===== src/rtl/tc_io_pkg.sv =====
// Shared types for the tc_digital_io pad controller.
// Direction states, pull codes and drive width.
package tc_io_pkg;

  localparam int TcIoDriveWidth = 4;

  typedef enum logic [1:0] {
    DIR_IN,
    DIR_TURN_OUT,
    DIR_OUT,
    DIR_TURN_IN
  } tc_io_dir_state_e;

  typedef enum logic [1:0] {
    PULL_NONE = 2'b00,
    PULL_UP   = 2'b01,
    PULL_DOWN = 2'b10
  } tc_io_pull_e;

endpackage


===== src/rtl/tc_io_sync_filter.sv =====
// Pad input synchronizer, optional debounce (TC_IO_CTRL_DEBOUNCE_EN)
// and gated edge pulses. Ports: clk_i, rst_i, pad_i, gate_i ->
// level_o, rise_o, fall_o.
module tc_io_sync_filter #(
  parameter int SyncStages     = 2,
  parameter int DebounceCycles = 4
) (
  input  logic clk_i,
  input  logic rst_i,
  input  logic pad_i,
  input  logic gate_i,
  output logic level_o,
  output logic rise_o,
  output logic fall_o
);

  logic [SyncStages-1:0] sync_q;
  logic                  synced;
  logic                  level_d;

  always_ff @(posedge clk_i) begin
    if (rst_i) begin
      sync_q <= '0;
    end else begin
      sync_q <= {sync_q[SyncStages-2:0], pad_i};
    end
  end

  assign synced = sync_q[SyncStages-1];

`ifdef TC_IO_CTRL_DEBOUNCE_EN
  localparam int CntW = $clog2(DebounceCycles + 1);
  localparam logic [CntW-1:0] CntMax = CntW'(DebounceCycles);

  logic [CntW-1:0] cnt_q;

  // Toggle is taken from the held count, so the counter never
  // passes CntMax.
  always_ff @(posedge clk_i) begin
    if (rst_i) begin
      cnt_q <= '0;
    end else if (cnt_q == CntMax) begin
      cnt_q <= '0;
    end else if (synced != level_o) begin
      cnt_q <= cnt_q + 1'b1;
    end else begin
      cnt_q <= '0;
    end
  end

  assign level_d = (cnt_q == CntMax) ? ~level_o : level_o;
`else
  logic stage_q;
  logic unused_cfg;

  // Extra stage keeps latency equal to a one-cycle debounce.
  always_ff @(posedge clk_i) begin
    if (rst_i) begin
      stage_q <= 1'b0;
    end else begin
      stage_q <= synced;
    end
  end

  assign level_d    = stage_q;
  assign unused_cfg = (DebounceCycles > 0);
`endif

  always_ff @(posedge clk_i) begin
    if (rst_i) begin
      level_o <= 1'b0;
      rise_o  <= 1'b0;
      fall_o  <= 1'b0;
    end else begin
      level_o <= level_d;
      rise_o  <= gate_i & level_d & ~level_o;
      fall_o  <= gate_i & ~level_d & level_o;
    end
  end

endmodule


===== src/rtl/tc_digital_io_ctrl.sv =====
// Core-side controller for one tc_digital_io pad: direction FSM with
// hi-Z turnaround, output regs, filtered input, edges, sticky irq.
// Optional debounce via TC_IO_CTRL_DEBOUNCE_EN.
module tc_digital_io_ctrl
  import tc_io_pkg::*;
#(
  parameter int SyncStages       = 2,
  parameter int DebounceCycles   = 4,
  parameter int TurnaroundCycles = 2
) (
  input  logic                      clk_i,
  input  logic                      rst_i,
  input  logic                      out_en_i,
  input  logic                      out_data_i,
  input  logic [TcIoDriveWidth-1:0] drive_strength_i,
  input  logic [1:0]                pull_i,
  input  logic [1:0]                irq_mask_i,
  input  logic                      irq_clr_i,
  output logic                      in_data_o,
  output logic                      edge_rise_o,
  output logic                      edge_fall_o,
  output logic                      irq_o,
  output logic                      dir_busy_o,
  output logic                      pad_data_o,
  input  logic                      pad_data_i,
  output logic                      pad_oe_no,
  output logic [TcIoDriveWidth-1:0] pad_drive_o,
  output logic                      pad_pullup_en_o,
  output logic                      pad_pulldown_en_o
);

  localparam int TaW = $clog2(TurnaroundCycles + 1);
  localparam logic [TaW-1:0] TaLoad = TaW'(TurnaroundCycles - 1);

  tc_io_dir_state_e state_q;
  logic [TaW-1:0]   cnt_q;
  logic             irq_set;

  // Outputs are registered from the current state, so oe_n and
  // busy change together one edge after the state does.
  always_ff @(posedge clk_i) begin
    if (rst_i) begin
      state_q    <= DIR_IN;
      cnt_q      <= '0;
      pad_oe_no  <= 1'b1;
      dir_busy_o <= 1'b0;
    end else begin
      pad_oe_no  <= (state_q != DIR_OUT);
      dir_busy_o <= (state_q == DIR_TURN_OUT) |
                    (state_q == DIR_TURN_IN);
      unique case (state_q)
        DIR_IN: begin
          if (out_en_i) begin
            state_q <= DIR_TURN_OUT;
            cnt_q   <= TaLoad;
          end
        end
        DIR_TURN_OUT: begin
          if (!out_en_i) begin
            state_q <= DIR_IN;
          end else if (cnt_q == '0) begin
            state_q <= DIR_OUT;
          end else begin
            cnt_q <= cnt_q - 1'b1;
          end
        end
        DIR_OUT: begin
          if (!out_en_i) begin
            state_q <= DIR_TURN_IN;
            cnt_q   <= TaLoad;
          end
        end
        DIR_TURN_IN: begin
          if (out_en_i) begin
            state_q <= DIR_TURN_OUT;
            cnt_q   <= TaLoad;
          end else if (cnt_q == '0) begin
            state_q <= DIR_IN;
          end else begin
            cnt_q <= cnt_q - 1'b1;
          end
        end
        default: state_q <= DIR_IN;
      endcase
    end
  end

  always_ff @(posedge clk_i) begin
    if (rst_i) begin
      pad_data_o        <= 1'b0;
      pad_drive_o       <= '0;
      pad_pullup_en_o   <= 1'b0;
      pad_pulldown_en_o <= 1'b0;
    end else begin
      pad_data_o        <= out_data_i;
      pad_drive_o       <= drive_strength_i;
      pad_pullup_en_o   <= (pull_i == PULL_UP);
      pad_pulldown_en_o <= (pull_i == PULL_DOWN);
    end
  end

  tc_io_sync_filter #(
    .SyncStages    (SyncStages),
    .DebounceCycles(DebounceCycles)
  ) u_filter (
    .clk_i  (clk_i),
    .rst_i  (rst_i),
    .pad_i  (pad_data_i),
    .gate_i (state_q == DIR_IN),
    .level_o(in_data_o),
    .rise_o (edge_rise_o),
    .fall_o (edge_fall_o)
  );

  assign irq_set = (edge_rise_o & irq_mask_i[0]) |
                   (edge_fall_o & irq_mask_i[1]);

  // Set wins over a coincident clear.
  always_ff @(posedge clk_i) begin
    if (rst_i) begin
      irq_o <= 1'b0;
    end else if (irq_set) begin
      irq_o <= 1'b1;
    end else if (irq_clr_i) begin
      irq_o <= 1'b0;
    end
  end

endmodule


===== config.mk =====
export PLATFORM = sky130hd
export DESIGN_NAME = tc_digital_io_ctrl
export DESIGN_NICKNAME = d
export VERILOG_FILES = /design/src/rtl/tc_io_pkg.sv /design/src/rtl/tc_io_sync_filter.sv /design/src/rtl/tc_digital_io_ctrl.sv
export SDC_FILE = /design/constraint.sdc
export NUM_CORES = 1
export LEC_CHECK = 0
export ABC_CLOCK_PERIOD_IN_PS = 1420
export CAP_MARGIN = 20
export CELL_PAD_IN_SITES_DETAIL_PLACEMENT = 1
export CELL_PAD_IN_SITES_GLOBAL_PLACEMENT = 1
export CORE_MARGIN = 4
export CORE_UTILIZATION = 31
export DETAILED_ROUTE_END_ITERATION = 12
export PLACE_DENSITY = 0.79
export RECOVER_POWER = 50
export SYNTH_ARGS = -nofsm -noshare
export SYNTH_HDL_FRONTEND = slang
export SYNTH_SLANG_ARGS = --single-unit

===== constraint.sdc =====
create_clock -name clk_i -period 1.42 [get_ports clk_i]
set_input_delay 0.426 -clock clk_i [delete_from_list [all_inputs] [get_ports clk_i]]
set_output_delay 0.426 -clock clk_i [all_outputs]
set_load 0.05 [all_outputs]

==> results of run 1 <==
## cell type report
| class | count | area (um^2) |
|---|---|---|
| fill | 227 | 1040 |
| multi-input combinational | 35 | 260 |
| timing repair buffer | 28 | 405 |
| inverter | 3 | 11.3 |
| clock buffer | 4 | 36.3 |
| tap | 28 | 35.0 |
| sequential | 20 | 400 |
## path summary, 6_finish.rpt
path,startpoint,cells past startpoint,to
max,u_filter.level_o,1,in_data_o
min,u_filter.sync_q[1],1,u_filter.level_d
max reg2reg,state_q[0],3,state_q[0]
min reg2reg,u_filter.sync_q[1],1,u_filter.level_d
## cells by family after synthesis
logic type	Yosys count	share of synthesized area
and+or+nand+nor	27	0.264
DFF	20	0.566
AOI/OAI and AO/OA	8	0.111
buffers and inverters	6	0.0584
## metrics by stage
stage	TNS (ns)	instance area, um^2	power, mW	cells
floorplan	0	707	0.725	61
global placement	-0.583	1120	0.830	114
detailed placement	-0.904	1120	0.838	114
CTS	0	1150	1.16	118
global route	0	1150	1.20	118
finish	0	1150	1.13	118
## where the power goes
group	switching (mW)	internal, mW	total, mW
sequential	0.0312	0.586	0.617
combinational	0.0913	0.112	0.203
clock	0.158	0.156	0.314
## layout by cell type (no fill, tap or decap), drive strengths merged
cell	count
dlymetal6s2s	1
a31oi	1
nor2b	10
inv	3
o21ai	1
a21o	1
nand2	3
nand2b	1
nor2	3
dfxtp	20
or2b	1
nor3b	4
buf	14
nand3b	2
a221oi	1
nand4b	1
a222oi	1
clkdlybuf4s50	12
o221a	1
or3b	1
clkbuf	5
or3	1
a311oi	2
## repair_timing
action | in CTS | in global routing
resized for setup | 0 | 1
setup endpoints to repair | 0 | 2
hold endpoints to repair | 0 | 0
setup buffers | 0 | 0
## layer usage
| layer | up-vias | routed length (um) |
|---|---|---|
| met5 | - | 0 |
| met4 | 0 | 26 |
| met3 | 4 | 101 |
| met2 | 18 | 855 |
| met1 | 251 | 629 |
| li1 | 267 | - |
==> key figures, run 1 <==
Status
  – Status: finished, final reports clean

Synth
  – Flops & latches, synth: 20
  – Largest cells by area after synthesis: dfxtp_1, nor2b_1, nor3b_2
  – Synth Instances: a little over 60
  – EDFF count, synth: 0
  – Yosys cell types: 23
  – Avg Cell Area, Syn: roughly 12 um^2
  – Netlist Area Pre-Place: 707 um^2
  – Sequential element share of the synthesized area: 0.566
  – Post-synth top area share: 0.566
  – Mapped Nets: between 70 and 80
  – Synth cell count leaders: dfxtp_1, nor2b_1, inv_1, nand2_1
  – Synth area leader: dfxtp_1
  – Main flop type after synthesis: dfxtp_1
  – Most common cell in the netlist: dfxtp_1
  – FFs w/ async S/R, synth: 0
  – Synthesis Warnings: 0

Floorplanning
  – Core ar.: between 2000 and 2500 um^2
  – I/O pin count: 27
  – Initial Utilization: 0.323
  – Die area: ~3100 um^2
  – Die Y-Extent: 55.8 um
  – Die W: approximately 56 um
  – Cell Rows: 17

Timing
  – Period minus WS final: 1.32 ns
  – Worst clock skew: 0.00162 ns
  – Max Fclk: between 0.7 and 0.8 GHz
  – Min Hold Slack: roughly 0.46 ns
  – Final Hold Fails: 0
  – RSZ-0062 raised after global routing: false
  – Slew HR: 0.742
  – Fin. max-slew vios: 0
  – Worst slew pin tran: 0.387 ns
  – Final worst-path cycle share: 0.929
  – Final Setup Violations: 0
  – Final WS setup: ~0.1 ns

Flow run
  – Max-Cap Viols: 0

Placement
  – I/O Buffers: 26
  – Place WS: -0.241 ns
  – Final RePlAce weighted congestion: around 0.7
  – Dpl hpwl: around 1.2 mm

GRT
  – Largest net degree at the start of global routing: 19
  – Gr usage total: 0.118
  – First-pass GRT wire length: ~2.8 mm
  – Met1 usage: 0.129
  – Initial antenna violation count: 0
  – Global routing's busiest layer: met2
  – Vias in the first global route: around 560
  – GRT met3 Usage: 0.0371
  – Met2 Use GR: 0.196
  – Final global-route overflow total: 0

Finish
  – Biggest register: pad_drive_o
  – Layout cell share with drive strength beyond 1: 0.278
  – Nets: around 110
  – Utilization after layout: 0.524
  – Number of flip-flops under the largest register name: 4
  – Top Registers: pad_drive_o (4), cnt_q (2), u_filter.sync_q (2)
  – # diodes: 0
  – Area delta synth->final: 62.5%

Drt
  – WL/cell: roughly 14 um
  – Vias/cell: between 4 and 5
  – Vias: 540
  – DRC Markers: 0
  – DRT Pass-1 Iters: 4
  – Initial DRC count: 14
  – DRT Wirelength: 1.61 mm
  – Post-route ant nets: 0

Worst setup path
  – Max incr delay on CP: 0.44 ns
  – Slowest CP cell: dfxtp_1
  – Startpoint types: register
  – WP data arrival: ~0.9 ns
  – Largest delay contributor family on the critical path: flip-flops
  – R2r setup slk: 0.14 ns
  – Worst Setup End Kind: output pin
  – Critical path required time: between 0.9 and 1 ns
  – Critical path buffers and inverters: 1
  – Critical-path cell list: buf_12
  – Crit-path max FO: 3
  – Crit path kind: reg2out

CTS
  – Max Root-Sink Buffers: 2
  – Cts hold-fix bufs: 0
  – Maximum level of the CTS H-tree: 1
  – CTS tree: built
  – Clock transition at path regs: 0.10 ns
  – Clk root buf: clkbuf_4
  – Clock sinks: 20
  – Clock Latency Late Sink: around 0.29 ns
  – CTS Buf Count: 3

Hold path
  – Hold Crit Class: reg2reg

Pwr
  – Peak supply drop: ~0.00055 V
  – PD cells: between 900 and 1000 nW/um^2
  – P_leak: 0.442 nW
No activity file was read; power rests on OpenSTA's default activity.
==> run 2: changes to the inputs <==
--- a/config.mk
+++ b/config.mk
@@ -10,9 +10,9 @@
 export CELL_PAD_IN_SITES_DETAIL_PLACEMENT = 1
 export CELL_PAD_IN_SITES_GLOBAL_PLACEMENT = 1
 export CORE_MARGIN = 4
-export CORE_UTILIZATION = 31
+export CORE_UTILIZATION = 30
 export DETAILED_ROUTE_END_ITERATION = 12
-export PLACE_DENSITY = 0.79
+export PLACE_DENSITY = 0.77
 export RECOVER_POWER = 50
 export SYNTH_ARGS = -nofsm -noshare
 export SYNTH_HDL_FRONTEND = slang
==> run 2 against run 1 <==
Critical path depth is 2 higher. Utilization is 1.7 points lower. Total power decreased by 5.7%. Non-clock buffer count is the same. Maximum frequency shrank 1.1%. Worst setup slack worse by 0.015 ns. Combinational power hardly changed. Final area shrank 1.4%. Critical endpoint is now cnt_q[1]. Largest power group unchanged.
==> key figures, run 2 (synthesis results as in run 1) <==
Floorplanning
  – I/O pin count: 27 (unchanged)
  – Initial Utilization: 0.317 (-0.00615)
  – Die area: 3200 um^2 (+2.9%)
  – Die W: 56.5 um (+1.4%)
  – Core ar.: 2230 um^2 (+1.9%)
  – Cell Rows: 17 (unchanged)
  – Die Y-Extent: 56.5 um (+1.4%)

Timing
  – Worst clock skew: 0.00162 ns (-0.00000297 ns)
  – Final Setup Violations: 0 (unchanged)
  – Max Fclk: 0.749 GHz (-1.1%)
  – Fin. max-slew vios: 0 (unchanged)
  – Final Hold Fails: 0 (unchanged)
  – RSZ-0062 raised after global routing: false
  – Slew HR: 0.783 (+0.0410)
  – Final worst-path cycle share: 0.940 (+0.0105)
  – Period minus WS final: 1.33 ns (+0.0150 ns)
  – Worst slew pin tran: 0.325 ns (-0.0620 ns)

CTS
  – CTS Buf Count: 3 (unchanged)
  – Cts hold-fix bufs: 0 (unchanged)
  – Post_cts resized: 0 (unchanged)
  – Clock Latency Late Sink: 0.29 ns (about the same)
  – Clock transition at path regs: 0.10 ns (about the same)
  – Number of setup buffers added after CTS: 0 (unchanged)
  – CTS tree: built
  – Clk root buf: clkbuf_4
  – Maximum level of the CTS H-tree: 1 (unchanged)
  – Clock sinks: 20 (unchanged)
  – Max Root-Sink Buffers: 2 (unchanged)

Finish
  – Number of flip-flops under the largest register name: 4 (unchanged)
  – Biggest register: pad_drive_o
  – # diodes: 0 (unchanged)
  – Most common cell after layout, fill and taps aside: dfxtp_1
  – Area delta synth->final: 60.2%
  – Seq. cell area: 400 um^2 (unchanged)
  – Multi-input gate area: 260 um^2 (unchanged)
  – Commonest cells after routing, fill and taps aside: dfxtp_1, buf_12, clkdlybuf4s50_1, nor2b_1, clkbuf_4
  – Layout cell share with drive strength beyond 1: 0.270 (-0.00811)
  – Final Instance Count excl. Fillers: 117 (-0.85%)
  – Utilization after layout: 0.507 (-0.0173)
  – Top Registers: pad_drive_o (4), cnt_q (2), u_filter.sync_q (2)
  – Nets: 105 (unchanged)
  – Fillers: 245 (+7.9%)

Status
  – Status: finished, final reports clean

GRT
  – Largest net degree at the start of global routing: 17 (-2)
  – First-pass GRT wire length: 2.39 mm (-15%)
  – Final global-route overflow total: 0 (unchanged)
  – Vias in the first global route: 545 (-2.3%)
  – Gr usage total: 0.101 (-0.0165)
  – Initial antenna violation count: 0 (unchanged)

Hold path
  – Worst Hold Launch: u_filter.sync_q[0]
  – Hold EP: u_filter.sync_q[1]
  – Hold path cells: 1 (unchanged)
  – Hold Crit Class: reg2reg

Pwr
  – P_leak: 0.427 nW (-3.5%)
  – PD cells: 944 nW/um^2 (-4.4%)
  – Peak supply drop: 0.000478 V (-13%)

Worst setup path
  – Largest delay contributor family on the critical path: buffers and inverters
  – Startpoint types: primary input
  – Crit-path max FO: 16 (+13)
  – Max incr delay on CP: 0.57 ns (+0.13 ns)
  – Worst flop-to-flop path startpoint: state_q[0]
  – Critical-path cell list: dlygate4sd3_1, clkbuf_2, a311oi_1
  – R2r setup slk: 0.24 ns (+0.10 ns)
  – Critical path buffers and inverters: 2 (+1)
  – WP data arrival: 1.54 ns (+0.65 ns)
  – FF-to-FF path depth: 3 (unchanged)
  – Critical path required time: 1.63 ns (+0.64 ns)
  – Worst Setup End Kind: register
  – Slowest CP cell: dlygate4sd3_1
  – Worst r2r dst: state_q[0]
  – Crit path kind: in2reg

Placement
  – I/O Buffers: 26 (unchanged)
  – Final RePlAce weighted congestion: 0.693 (-3.6%)
  – Dpl hpwl: 1.19 mm (-2.2%)
  – DP Cell Count: 114 (unchanged)

Flow run
  – Max-Cap Viols: 0 (unchanged)

Drt
  – Vias: 541 (+0.19%)
  – Post-route ant nets: 0 (unchanged)
  – DRT Wirelength: 1.48 mm (-8.3%)
  – Vias/cell: 4.62 (+1.0%)
  – WL/cell: 12.6 um (-7.5%)
  – Initial DRC count: 8 (-6)
  – DRT Pass-1 Iters: 4 (unchanged)
  – DRC Markers: 0 (unchanged)
run 2: worst max path at each step:
stage                                 from    endpoint  slack, ns  cells after the start
after global placement            out_en_i  state_q[0]      -0.14                      4
after global routing                 rst_i    cnt_q[1]       0.04                      3
after floorplan           u_filter.level_o   in_data_o       0.37                      0
after detailed placement          out_en_i    cnt_q[0]      -0.19                      4
final                                rst_i    cnt_q[1]       0.09                      3
after CTS                 u_filter.level_o   in_data_o       0.09                      1
run 2: metrics by stage:
stage / cell area [um^2] / setup TNS [ns] / hold slack [ns] / total power, mW / setup WS (ns)
finish: 1130 / 0 / 0.448 / 1.07 / 0.0855
floorplan: 707 / 0 / 0.414 / 0.725 / 0.369
detailed placement: 1120 / -0.687 / 0.429 / 0.838 / -0.189
global route: 1130 / 0 / 0.463 / 1.13 / 0.0410
global placement: 1120 / -0.482 / 0.420 / 0.831 / -0.138
CTS: 1140 / 0 / 0.453 / 1.10 / 0.0853
run 2: report_power, final:
group	internal [mW]	switching, mW	total, mW
clock	0.0988	0.153	0.252
sequential	0.586	0.0301	0.616
combinational	0.112	0.0890	0.201
run 2: area by class of cell:
class                      count  share of cell area
tap                           28              0.0309
timing repair buffer          28               0.356
inverter                       3             0.00994
sequential                    20               0.354
multi-input combinational     35               0.230
clock buffer                   3              0.0199
run 2: layer usage:
layer | share of wire | global-route usage | vias to the layer above
met5 | 0 | 0 | -
met1 | 0.41 | 0.110 | 251
li1 | - | - | 268
met2 | 0.51 | 0.165 | 19
met3 | 0.057 | 0.0161 | 3
met4 | 0.026 | 0.0915 | 0
==> run 3: changes to the inputs <==
--- a/config.mk
+++ b/config.mk
@@ -7,13 +7,12 @@
 export LEC_CHECK = 0
 export ABC_CLOCK_PERIOD_IN_PS = 1420
 export CAP_MARGIN = 20
-export CELL_PAD_IN_SITES_DETAIL_PLACEMENT = 1
-export CELL_PAD_IN_SITES_GLOBAL_PLACEMENT = 1
 export CORE_MARGIN = 4
 export CORE_UTILIZATION = 30
 export DETAILED_ROUTE_END_ITERATION = 12
-export PLACE_DENSITY = 0.77
+export PLACE_DENSITY = 0.62
 export RECOVER_POWER = 50
+export SKIP_LAST_GASP = 1
 export SYNTH_ARGS = -nofsm -noshare
 export SYNTH_HDL_FRONTEND = slang
 export SYNTH_SLANG_ARGS = --single-unit
==> run 3 against run 2 <==
Clock power up 83%. Non-clock buffer count grew 3. Maximum frequency rose by 1.6%. Global-route usage shrank 0.71 points. Final area grew 3.2%. Combinational power about the same. Flip-flop and latch count did not move. Cell count rose by 3.4%. Highest routed layer unchanged. Total power up 20%. Register-to-register slack about the same. Critical endpoint is now in_data_o.
==> key figures, run 3 (synthesis results as in run 1) <==
Finish
  – Top Registers: pad_drive_o (4), cnt_q (2), u_filter.sync_q (2)
  – Nets: 108 (+2.9%)
  – # diodes: 0 (unchanged)
  – Area delta synth->final: 65.3%
  – Number of flip-flops under the largest register name: 4 (unchanged)
  – Biggest register: pad_drive_o
  – Most common cell after layout, fill and taps aside: dfxtp_1
  – Layout cell share with drive strength beyond 1: 0.258 (-0.0116)
  – Commonest cells after routing, fill and taps aside: dfxtp_1, clkdlybuf4s50_1, buf_12, nor2b_1

Worst setup path
  – Crit-path max FO: 3 (-13)
  – R2r setup slk: 0.23 ns (about the same)
  – WP data arrival: 0.89 ns (-0.65 ns)
  – Worst r2r dst: state_q[0]
  – Largest delay contributor family on the critical path: flip-flops
  – FF-to-FF path depth: 3 (unchanged)
  – Critical path required time: 0.99 ns (-0.64 ns)
  – Max incr delay on CP: 0.42 ns (-0.15 ns)
  – Slowest CP cell: dfxtp_1
  – Startpoint types: register
  – Worst Setup End Kind: output pin
  – Worst flop-to-flop path startpoint: state_q[0]
  – Crit path kind: reg2out
  – Critical-path cell list: buf_12
  – Critical path buffers and inverters: 1 (-1)

Drt
  – WL/cell: 11.4 um (-9.6%)
  – DRC Markers: 0 (unchanged)
  – Vias: 539 (-0.37%)
  – Vias/cell: 4.45 (-3.7%)
  – DRT Wirelength: 1.38 mm (-6.5%)
  – Initial DRC count: 11 (+3)
  – Post-route ant nets: 0 (unchanged)
  – DRT Pass-1 Iters: 5 (+1)

Timing
  – Worst slew pin tran: 0.392 ns (+0.0664 ns)
  – Period minus WS final: 1.31 ns (-0.0215 ns)
  – Total negative slack: 0 ns (unchanged)
  – Fin. max-slew vios: 0 (unchanged)
  – Final WS setup: 0.107 ns (+0.0215 ns)
  – Min Hold Slack: 0.460 ns (+0.0114 ns)
  – Final Setup Violations: 0 (unchanged)
  – RSZ-0062 raised after global routing: false
  – Final Hold Fails: 0 (unchanged)
  – Final worst-path cycle share: 0.925 (-0.0152)
  – Max Fclk: 0.762 GHz (+1.6%)
  – Worst clock skew: 0.00913 ns (+0.00751 ns)
  – Slew HR: 0.739 (-0.0440)

Pwr
  – Final Power: 1.28 mW (+20%)
  – PD cells: 1100 nW/um^2 (+16%)
  – Peak supply drop: 0.000582 V (+22%)
  – P_leak: 0.443 nW (+3.7%)

Floorplanning
  – Die area: 3200 um^2 (unchanged)
  – Die Y-Extent: 56.5 um (unchanged)
  – Initial Utilization: 0.317 (unchanged)
  – I/O pin count: 27 (unchanged)
  – Cell Rows: 17 (unchanged)
  – Core ar.: 2230 um^2 (unchanged)
  – Die W: 56.5 um (unchanged)

CTS
  – Clock Latency Late Sink: 0.30 ns (about the same)
  – Post_cts resized: 0 (unchanged)
  – CTS tree: built
  – Clk root buf: clkbuf_4
  – Cts hold-fix bufs: 0 (unchanged)
  – Clock sinks: 20 (unchanged)
  – CTS Buf Count: 3 (unchanged)
  – Maximum level of the CTS H-tree: 1 (unchanged)
  – Number of setup buffers added after CTS: 0 (unchanged)
  – Clock transition at path regs: 0.12 ns (+0.02 ns)
  – Max Root-Sink Buffers: 2 (unchanged)

GRT
  – Vias in the first global route: 500 (-8.3%)
  – Initial antenna violation count: 0 (unchanged)
  – Largest net degree at the start of global routing: 13 (-4)
  – Gr usage total: 0.0940 (-0.00707)
  – Final global-route overflow total: 0 (unchanged)
  – First-pass GRT wire length: 2.26 mm (-5.5%)

Hold path
  – Hold EP: u_filter.sync_q[1]
  – Worst Hold Launch: u_filter.sync_q[0]
  – Hold Crit Class: reg2reg
  – Hold path cells: 1 (unchanged)

Placement
  – Final RePlAce weighted congestion: 0.728 (+5.0%)
  – I/O Buffers: 26 (unchanged)
  – Dpl hpwl: 1.09 mm (-8.2%)
  – Place WS: -0.179 ns (+0.0106 ns)

Flow run
  – Max-Cap Viols: 0 (unchanged)

Status
  – Status: finished, final reports clean
==> run 3: cell types whose count changed in the layout (fill, tap and decap cells not counted) <==
cell,previous run,this run
buf_4,0,1
bufinv_16,0,1
clkbuf_1,0,3
clkbuf_4,4,3
clkdlybuf4s50_1,12,13
dlygate4sd3_1,1,0
nor3b_1,2,3
nor3b_2,2,1
==> run 3: worst max-delay path by stage <==
stage / startpoint / endpoint / slack, ns / depth (start not counted)
floorplan: u_filter.level_o / in_data_o / 0.37 / 0
global placement: out_en_i / register / -0.13 / 3
detailed placement: out_en_i / state_q[0] / -0.18 / 4
CTS: u_filter.level_o / in_data_o / 0.09 / 1
global route: out_en_i / state_q[0] / 0.02 / 4
finish: u_filter.level_o / in_data_o / 0.11 / 1
==> run 3: per-layer routing <==
layer,vias to the layer above,global-route usage,share of wire
met3,2,0.0391,0.082
met4,0,0.0610,0.015
li1,272,-,-
met1,243,0.0952,0.39
met2,22,0.157,0.52
met5,-,0,0
==> run 3: report_power, final <==
| group | switching, mW | total, mW | internal (mW) |
|---|---|---|---|
| clock | 0.176 | 0.461 | 0.285 |
| combinational | 0.0895 | 0.204 | 0.114 |
| sequential | 0.0287 | 0.615 | 0.586 |
==> run 3: final cells by class <==
cell class,count,area [um^2]
inverters,3,11.3
well taps,28,35.0
multi-input cells,35,255
clock inverters,1,30.0
repair buffers,31,414
clock buffers,3,22.5
fillers,215,1060
flip-flops and latches,20,400
==> run 3: through the flow <==
step / cells / area (um^2) / util
after floorplan: 61 / 707 / -
after global placement: 117 / 1140 / 0.510
after detailed placement: 117 / 1140 / 0.510
after CTS: 121 / 1190 / 0.534
after global routing: 121 / 1170 / 0.523
final: 121 / 1170 / 0.523
